[src/rtl/hazard_sequencer_if.sv]
// Pipeline hazard control bundle: ID/EX hazard sources in, stage enables and
// bubble/flush controls out. The sequencer sits on the slave side.
interface hazard_sequencer_if;
   logic [4:0]  ID_RegRs;
   logic [4:0]  ID_RegRt;
   logic        ID_UsesRt;
   logic        ID_MduOp;
   logic        EX_MemRead;
   logic [4:0]  EX_RegRt;
   logic        EX_BranchTaken;
   logic        PC_Write;
   logic        IFID_Write;
   logic        IFID_Flush;
   logic        IDEX_Write;
   logic        IDEX_Bubble;
   logic        EXMEM_Bubble;
   logic        MDU_Busy;
   logic [15:0] Stall_Cnt;

   modport master (
      output ID_RegRs, ID_RegRt, ID_UsesRt, ID_MduOp,
             EX_MemRead, EX_RegRt, EX_BranchTaken,
      input  PC_Write, IFID_Write, IFID_Flush, IDEX_Write,
             IDEX_Bubble, EXMEM_Bubble, MDU_Busy, Stall_Cnt
   );

   modport slave (
      input  ID_RegRs, ID_RegRt, ID_UsesRt, ID_MduOp,
             EX_MemRead, EX_RegRt, EX_BranchTaken,
      output PC_Write, IFID_Write, IFID_Flush, IDEX_Write,
             IDEX_Bubble, EXMEM_Bubble, MDU_Busy, Stall_Cnt
   );
endinterface

[src/rtl/hazard_sequencer.sv]
// Hazard sequencer: resolves taken branches, load-use hazards and multi-cycle
// mul/div occupancy of EX into stage enable / bubble / flush controls, and
// counts cycles in which the PC is held.
module hazard_sequencer #(
   parameter int unsigned MDU_LAT = 4   // cycles a mul/div op occupies EX, 1..15
) (
   input logic             clk_i,
   input logic             rst_i,   // synchronous, active-low
   hazard_sequencer_if.slave hz
);

   typedef enum logic {
      RUN      = 1'b0,
      MDU_WAIT = 1'b1
   } state_t;

   localparam logic [3:0] MDU_CNT_LOAD = 4'(MDU_LAT - 1);

   state_t      state, stateNext;
   logic [3:0]  mduCnt, mduCntNext;
   logic [15:0] stallCnt;
   logic        loadUse;

   logic pcWrite, ifidWrite, ifidFlush, idexWrite, idexBubble, exmemBubble, mduBusy;

   // Load in EX whose destination feeds a source of the ID instruction.
   always_comb begin
      loadUse = hz.EX_MemRead && (hz.EX_RegRt != 5'd0) &&
                ((hz.EX_RegRt == hz.ID_RegRs) ||
                 (hz.ID_UsesRt && (hz.EX_RegRt == hz.ID_RegRt)));
   end

   // Next-state and zero-latency control outputs.
   always_comb begin
      stateNext   = state;
      mduCntNext  = mduCnt;
      pcWrite     = 1'b1;
      ifidWrite   = 1'b1;
      ifidFlush   = 1'b0;
      idexWrite   = 1'b1;
      idexBubble  = 1'b0;
      exmemBubble = 1'b0;
      mduBusy     = 1'b0;

      if (!rst_i) begin
         pcWrite     = 1'b0;
         ifidWrite   = 1'b0;
         idexWrite   = 1'b0;
         ifidFlush   = 1'b1;
         idexBubble  = 1'b1;
         exmemBubble = 1'b1;
         stateNext   = RUN;
         mduCntNext  = '0;
      end else begin
         case (state)
            RUN: begin
               if (hz.EX_BranchTaken) begin
                  ifidFlush  = 1'b1;
                  idexBubble = 1'b1;
               end else if (loadUse) begin
                  pcWrite    = 1'b0;
                  ifidWrite  = 1'b0;
                  idexBubble = 1'b1;
               end else if (hz.ID_MduOp && (MDU_LAT > 1)) begin
                  // op enters EX this cycle; hold the front end for the rest
                  stateNext  = MDU_WAIT;
                  mduCntNext = MDU_CNT_LOAD;
               end
            end
            MDU_WAIT: begin
               pcWrite     = 1'b0;
               ifidWrite   = 1'b0;
               idexWrite   = 1'b0;
               exmemBubble = 1'b1;
               mduBusy     = 1'b1;
               mduCntNext  = mduCnt - 4'd1;
               if (mduCnt == 4'd1) stateNext = RUN;
            end
            default: stateNext = RUN;
         endcase
      end
   end

   // State and occupancy counter registers.
   always_ff @(posedge clk_i) begin
      if (!rst_i) begin
         state  <= RUN;
         mduCnt <= '0;
      end else begin
         state  <= stateNext;
         mduCnt <= mduCntNext;
      end
   end

   // Saturating count of cycles with the PC held.
   always_ff @(posedge clk_i) begin
      if (!rst_i) begin
         stallCnt <= '0;
      end else if (!pcWrite && (stallCnt != 16'hFFFF)) begin
         stallCnt <= stallCnt + 16'd1;
      end
   end

   assign hz.PC_Write     = pcWrite;
   assign hz.IFID_Write   = ifidWrite;
   assign hz.IFID_Flush   = ifidFlush;
   assign hz.IDEX_Write   = idexWrite;
   assign hz.IDEX_Bubble  = idexBubble;
   assign hz.EXMEM_Bubble = exmemBubble;
   assign hz.MDU_Busy     = mduBusy;
   assign hz.Stall_Cnt    = stallCnt;

endmodule

[src/flat_wrapper.sv]
// flat-port wrapper written by rule: the top's interface ports become plain ports
module hazard_sequencer_flat 
#(
   parameter int unsigned MDU_LAT = 4                                            
)
  (clk_i, rst_i, hz_ID_RegRs, hz_ID_RegRt, hz_ID_UsesRt, hz_ID_MduOp, hz_EX_MemRead, hz_EX_RegRt, hz_EX_BranchTaken, hz_PC_Write, hz_IFID_Write, hz_IFID_Flush, hz_IDEX_Write, hz_IDEX_Bubble, hz_EXMEM_Bubble, hz_MDU_Busy, hz_Stall_Cnt);
  hazard_sequencer_if hz_i ();
  input logic clk_i;
  input logic rst_i;
  input wire logic [$bits(hz_i.ID_RegRs)-1:0] hz_ID_RegRs;
  input wire logic [$bits(hz_i.ID_RegRt)-1:0] hz_ID_RegRt;
  input wire logic [$bits(hz_i.ID_UsesRt)-1:0] hz_ID_UsesRt;
  input wire logic [$bits(hz_i.ID_MduOp)-1:0] hz_ID_MduOp;
  input wire logic [$bits(hz_i.EX_MemRead)-1:0] hz_EX_MemRead;
  input wire logic [$bits(hz_i.EX_RegRt)-1:0] hz_EX_RegRt;
  input wire logic [$bits(hz_i.EX_BranchTaken)-1:0] hz_EX_BranchTaken;
  output wire logic [$bits(hz_i.PC_Write)-1:0] hz_PC_Write;
  output wire logic [$bits(hz_i.IFID_Write)-1:0] hz_IFID_Write;
  output wire logic [$bits(hz_i.IFID_Flush)-1:0] hz_IFID_Flush;
  output wire logic [$bits(hz_i.IDEX_Write)-1:0] hz_IDEX_Write;
  output wire logic [$bits(hz_i.IDEX_Bubble)-1:0] hz_IDEX_Bubble;
  output wire logic [$bits(hz_i.EXMEM_Bubble)-1:0] hz_EXMEM_Bubble;
  output wire logic [$bits(hz_i.MDU_Busy)-1:0] hz_MDU_Busy;
  output wire logic [$bits(hz_i.Stall_Cnt)-1:0] hz_Stall_Cnt;
  assign hz_i.ID_RegRs = hz_ID_RegRs;
  assign hz_i.ID_RegRt = hz_ID_RegRt;
  assign hz_i.ID_UsesRt = hz_ID_UsesRt;
  assign hz_i.ID_MduOp = hz_ID_MduOp;
  assign hz_i.EX_MemRead = hz_EX_MemRead;
  assign hz_i.EX_RegRt = hz_EX_RegRt;
  assign hz_i.EX_BranchTaken = hz_EX_BranchTaken;
  assign hz_PC_Write = hz_i.PC_Write;
  assign hz_IFID_Write = hz_i.IFID_Write;
  assign hz_IFID_Flush = hz_i.IFID_Flush;
  assign hz_IDEX_Write = hz_i.IDEX_Write;
  assign hz_IDEX_Bubble = hz_i.IDEX_Bubble;
  assign hz_EXMEM_Bubble = hz_i.EXMEM_Bubble;
  assign hz_MDU_Busy = hz_i.MDU_Busy;
  assign hz_Stall_Cnt = hz_i.Stall_Cnt;
  hazard_sequencer #(.MDU_LAT(MDU_LAT)) u_core (.clk_i(clk_i), .rst_i(rst_i), .hz(hz_i));
endmodule
[config.mk]
export PLATFORM = sky130hd
export DESIGN_NAME = hazard_sequencer_flat
export DESIGN_NICKNAME = d
export VERILOG_FILES = /design/src/rtl/hazard_sequencer_if.sv /design/src/rtl/hazard_sequencer.sv /design/src/flat_wrapper.sv
export SDC_FILE = /design/constraint.sdc
export NUM_CORES = 1
export LEC_CHECK = 0
export BUFFER_PORTS_ARGS = -buffer_cell sky130_fd_sc_hd__buf_2
export CAP_MARGIN = 30
export CORE_MARGIN = 3
export CORE_UTILIZATION = 25
export DETAILED_ROUTE_END_ITERATION = 8
export HOLD_SLACK_MARGIN = 0.05
export PLACE_DENSITY_LB_ADDON = 0.05
export SLEW_MARGIN = 25
export SYNTH_ARGS = -nofsm -noshare
export SYNTH_HDL_FRONTEND = slang
export SYNTH_SLANG_ARGS = --single-unit
[constraint.sdc]
create_clock -name clk_i -period 1.9 [get_ports clk_i]
set_input_delay 0.19 -clock clk_i [delete_from_list [all_inputs] [get_ports clk_i]]
set_output_delay 0.19 -clock clk_i [all_outputs]
set_load 0.05 [all_outputs]
### After elaboration in Yosys (flattened, before gate mapping)

Index checks and enable logic that the tools add are counted.

* multiplexer cells: 25
* equal/unequal tests: 7
* bitwise logic cells: 1
* add/sub/neg operators: 2
* reductions and logical operators: 8

Operators with widths (number)
* 1-bit 2-to-1 mux: 19
* 16-bit by 1-bit adder with 16-bit output (second input constant): 1
* 16-bit != test (second input constant): 1
* 4-bit 2-to-1 mux: 3
* 5-bit equality test: 2
* 4-bit one-hot mux with 2 select lines: 1
* 2-bit != test (second input constant): 3
* 5-bit nonzero test: 1
* 4-bit by 1-bit equality test with 1-bit output (second input constant): 1
* 1-bit logical AND: 4
* 1-bit one-hot mux with 2 select lines: 2
* 4-bit by 1-bit subtractor with 4-bit output (second input constant): 1
* 3-bit AND reduction: 1
* 1-bit logical NOT: 1
* 1-bit logical OR: 1
* 1-bit inverter: 1

* flip-flop bits (word level): 21
* bits of input ports: 21
* logic and storage cells: 46

### Depth between registers and ports, before layout

* depth in word-level cells: 10
* gate-level depth with buffers: 10
* gate-level depth less buffers: 7

### Worst setup path after synthesis

No wires, ideal clock.

* kind: input -> output
* from: input rst_i
* to: output hz_PC_Write
* arrival time: 2.916 ns
* required time: 1.710 ns
* path buffers: 2
* cell stages on the path: 6
* slack: -1.206 ns
* path through: buf_2 clkinv_1 nor2_1 inv_1 nor2_1 buf_4

* longest elaborated chain between the ends: 1

Ends and longest elaborated chain
* start, declared: line flat_wrapper.sv:9 `input logic rst_i;`
* 1-bit 2-to-1 mux
* end, declared: line flat_wrapper.sv:17 `output wire logic [$bits(hz_i.PC_Write)-1:0] hz_PC_Write;`

No other way between the ends.

### Final worst setup path

* from: register u_core.stallCnt[1] (netlist: u_core.hz.Stall_Cnt[1])
* to: register u_core.stallCnt[9] (netlist: u_core.hz.Stall_Cnt[9])

* longest elaborated chain between the ends: 2
* elaborated cells between the ends (all ways): 3
* classes of those cells: 1 x add/sub; 1 x eq/ne; 1 x reduce/logical

Ends and longest elaborated chain
* start, declared: line hazard_sequencer.sv:21 `logic [15:0] stallCnt;`
* start signal, assigned: line hazard_sequencer.sv:100 `stallCnt <= stallCnt + 16'd1;`
* branches (longest 2 deep; another with 16-bit by 1-bit adder with 16-bit output)

Parallel ways; which one is timed is not known.
A chain may end at the register's enable or synchronous reset.

==> impl_metrics.yaml <==
logic_synthesis:
  yosysTopAreaCell: "dfxtp_1"
  synth_cells: 152
  yosysWarnings: 0
  synthesis.nets: 176
  async_flop_share_pct: 0
  synth_most_common_cell: "dfxtp_1"
  ys_top_cells_by_count: "dfxtp_1 (21), a21oi_1 (14), nor2_1 (10), xor2_1 (10)"
  synthDistinctLibCells: 38
  synthTopCellsByArea: "dfxtp_1 (34%), xor2_1 (7.0%), a21oi_1 (5.6%), o21ai_0 (3.6%), or3_1 (3.5%)"
  synth_edf_count: 0
  synth_area_sq_um: 1250
  synth-main-ff-cell: "dfxtp_1"
  yosysSeqAreaShare_pct: 33.7
  synth_area_per_cell_sq_um: 8.21
  ys_ff_latch: 21
  synth_top_area_share_pct: 33.7
hold_path:
  hp-class: "input port to flop"
  holdPathStages: 2
  whs_endpoint: "u_core.mduCnt[0]"
  hp-start: "rst_i"
timing:
  tightest_slew_ps: 402
  fmax_mhz: 518
  finalClockSkew_ps: 1.65
  finalSetupViolCount: 2
  report.final.slew_viol_count: 0
  holdWs_ps: 238
  post-route-period-util_pct: 102
  fin_crit_ps: 1930
  finalHoldViolCount: 0
  relSlewSlack_pct: 73.1
  worst_slack_ps: -31.7
  rsz0062_at_grt: "true"
global_routing:
  grt_pass1_wl_mm: 6.00
  grt_usage_pct: 12.6
  grt_start_max_net_pins: 19
  antenna_found_initial: 0
  first_global_vias: 1254
  overflow: 0
setup_path:
  cp-end-kind: "flop"
  max_stage_delay_ps: 460
  worst-path-max-fanout: 14
  cp.arrival_ps: 2120
  reg2reg_from: "u_core.hz.Stall_Cnt[1]"
  cp.required_ps: 2090
  startpoint_type: "flop"
  timing.rr.end: "u_core.hz.Stall_Cnt[9]"
  r2r_setup_slack_ps: -30
  reg2reg_depth: 8
  critPathSlowestCell: "or4_1"
  crit_chain: "ha_4 -> nand2_4 -> nor4_4 -> a211o_1 -> o21ba_4 -> buf_12 -> or4_1 -> a21oi_1"
  path_class: "flop to flop"
detailed_routing:
  ant_nets: 0
  drcViolationCount: 0
  viasPerCell: 4.70
  routed_wl_mm: 3.62
  wl_per_cell_microns: 12.6
  drt_iter0_markers: 53
  firstDrtPassIters: 4
  vias: 1349
cells_and_area:
  regArea_sq_um: 463
  layout.nets: 245
  drive_gt1_share_pct: 49.5
  multi_input_area_sq_um: 827
  area_growth_pct: 55.9
  n_fill_cell: 508
  fin_area_sq_um: 1940
  diodes: 0
placement:
  place_area_sq_um: 1740
  dp_worst_setup_slack_ps: -81.7
  io_buffers: 43
  gp_congestion: 0.813
  place_hpwl_mm: 2.58
clocking:
  clk_path_buf_depth: 2
  cts_max_level: 1
  root_buffer: "clkbuf_8"
  cts-hold-fix-buffers: 0
  clkSinkCount: 21
  cts_buffers: 3
  path_clk_slew_ps: 80
  cts_tree: "done"
  clock_latency_ps: 260
power:
  p_int_mw: 0.724
  p_clk_share_pct: 27.9
  p_sw_share_pct: 31.9
  power_frac_comb_pct: 28.6
  power_density_nw_per_um2: 547
  p_switching_mw: 0.339
  peakVddDrop_v: 0.000245
  seq_power_share_pct: 43.5
  total_leakage_power_nw: 0.835
floorplan:
  die-area_sq_um: 5870
  die_h_microns: 76.6
  fp.dieW_microns: 76.6
  core_area_sq_um: 4790
  fp-row-count: 25
  initial_core_util_pct: 26.1
  io-pin-count: 44
outcome:
  outcome: "finished with violations"
  violations: "negative setup slack"
run:
  max-cap-violations: 0
-- power groups by stage --
stage	clock network, mW	logic [mW]	registers (mW)
detailed placement	0	0.265	0.473
global route	0.336	0.334	0.465
global placement	0	0.261	0.473
CTS	0.315	0.288	0.463
floorplan	0	0.154	0.501
finish	0.296	0.304	0.463
-- worst max-delay path by stage --
stage               cells past startpoint              startpoint                      to  slack [ps]
global route                            8  u_core.hz.Stall_Cnt[0]  u_core.hz.Stall_Cnt[9]        -120
CTS                                     8  u_core.hz.Stall_Cnt[1]  u_core.hz.Stall_Cnt[9]         -50
detailed placement                      8          hz_EX_RegRt[3]  u_core.hz.Stall_Cnt[9]         -80
finish                                  8  u_core.hz.Stall_Cnt[1]  u_core.hz.Stall_Cnt[9]         -30
global placement                        8          hz_EX_RegRt[3]  u_core.hz.Stall_Cnt[9]         -40
floorplan                               6                   rst_i             hz_PC_Write        -180
-- what timing repair did --
| action | 4_1_cts | 5_1_grt |
|---|---|---|
| pin swaps | 7 | 6 |
| cloned | 1 | 1 |
| hold endpoints to repair | 0 | 0 |
| setup endpoints to repair | 7 | 18 |
| resized for setup | 3 | 19 |
| buffers inserted | 2 | 3 |
-- state kept, by name, summed over array words and instances (netlist names) --
name                 count
u_core.mduCnt            4
u_core.state             1
u_core.hz.Stall_Cnt     16
-- placed cells by master (no fill, tap or decap), drive strengths merged, types with 2 or more instances in the layout --
master,instances
nand2,9
o31ai,4
xor2,10
and3,2
nand4b,2
nor4,2
and2,2
xnor2,2
nand2b,2
nand3,7
or3,10
or4,5
clkinv,2
nor3,5
o21ai,13
a21oi,14
o211ai,2
clkbuf,4
inv,8
dfxtp,21
nand4,2
nor2,10
ha,3
buf,70
-- per-stage QoR --
| step | utilization [%] | instances | setup TNS [ps] | power, mW |
|---|---|---|---|---|
| 2_1_floorplan | - | 152 | -266 | 0.655 |
| 3_5_place_dp | 36.4 | 276 | -420 | 0.738 |
| 6_report | 40.6 | 287 | -60.2 | 1.06 |
| 5_1_grt | 40.6 | 287 | -717 | 1.14 |
| 3_3_place_gp | 36.4 | 276 | -93.8 | 0.733 |
| 4_1_cts | 38.6 | 283 | -163 | 1.07 |
-- logic make-up (layout without fill, tap and decap cells) --
logic type,after synthesis,count (layout),share of synthesized area [%]
compound gates,41,41,20.8
mux,1,1,0.802
buf+inv,16,84,7.02
fa+ha+maj,3,3,3.01
simple gates,58,58,26.3
xor+xnor,12,12,8.43
flops,21,21,33.7
-- layout make-up --
cell class,instances,share of cell area (%)
clock buffer,3,2.12
clock inverter,1,0.257
inverter,9,1.74
multi-input combinational,115,42.5
sequential,21,23.8
tap,67,4.31
timing repair buffer,71,25.2
-- metal layers --
metal	up-vias	GRT usage, %	routed length (microns)
met5	-	0	0
met1	621	15.0	1600
met2	34	21.9	1780
li1	689	-	-
met4	0	4.35	48
met3	5	2.96	184
-- worst max-delay path, delay by kind of cell (launching register included) --
kind | cells | cell delay [ps]
AOI/OAI and AO/OA | 3 | 620
and+or+nand+nor | 3 | 570
DFF | 1 | 360
buffers and inverters | 1 | 140
adders and majority gates | 1 | 160
No activity file was read; power rests on OpenSTA's default activity.
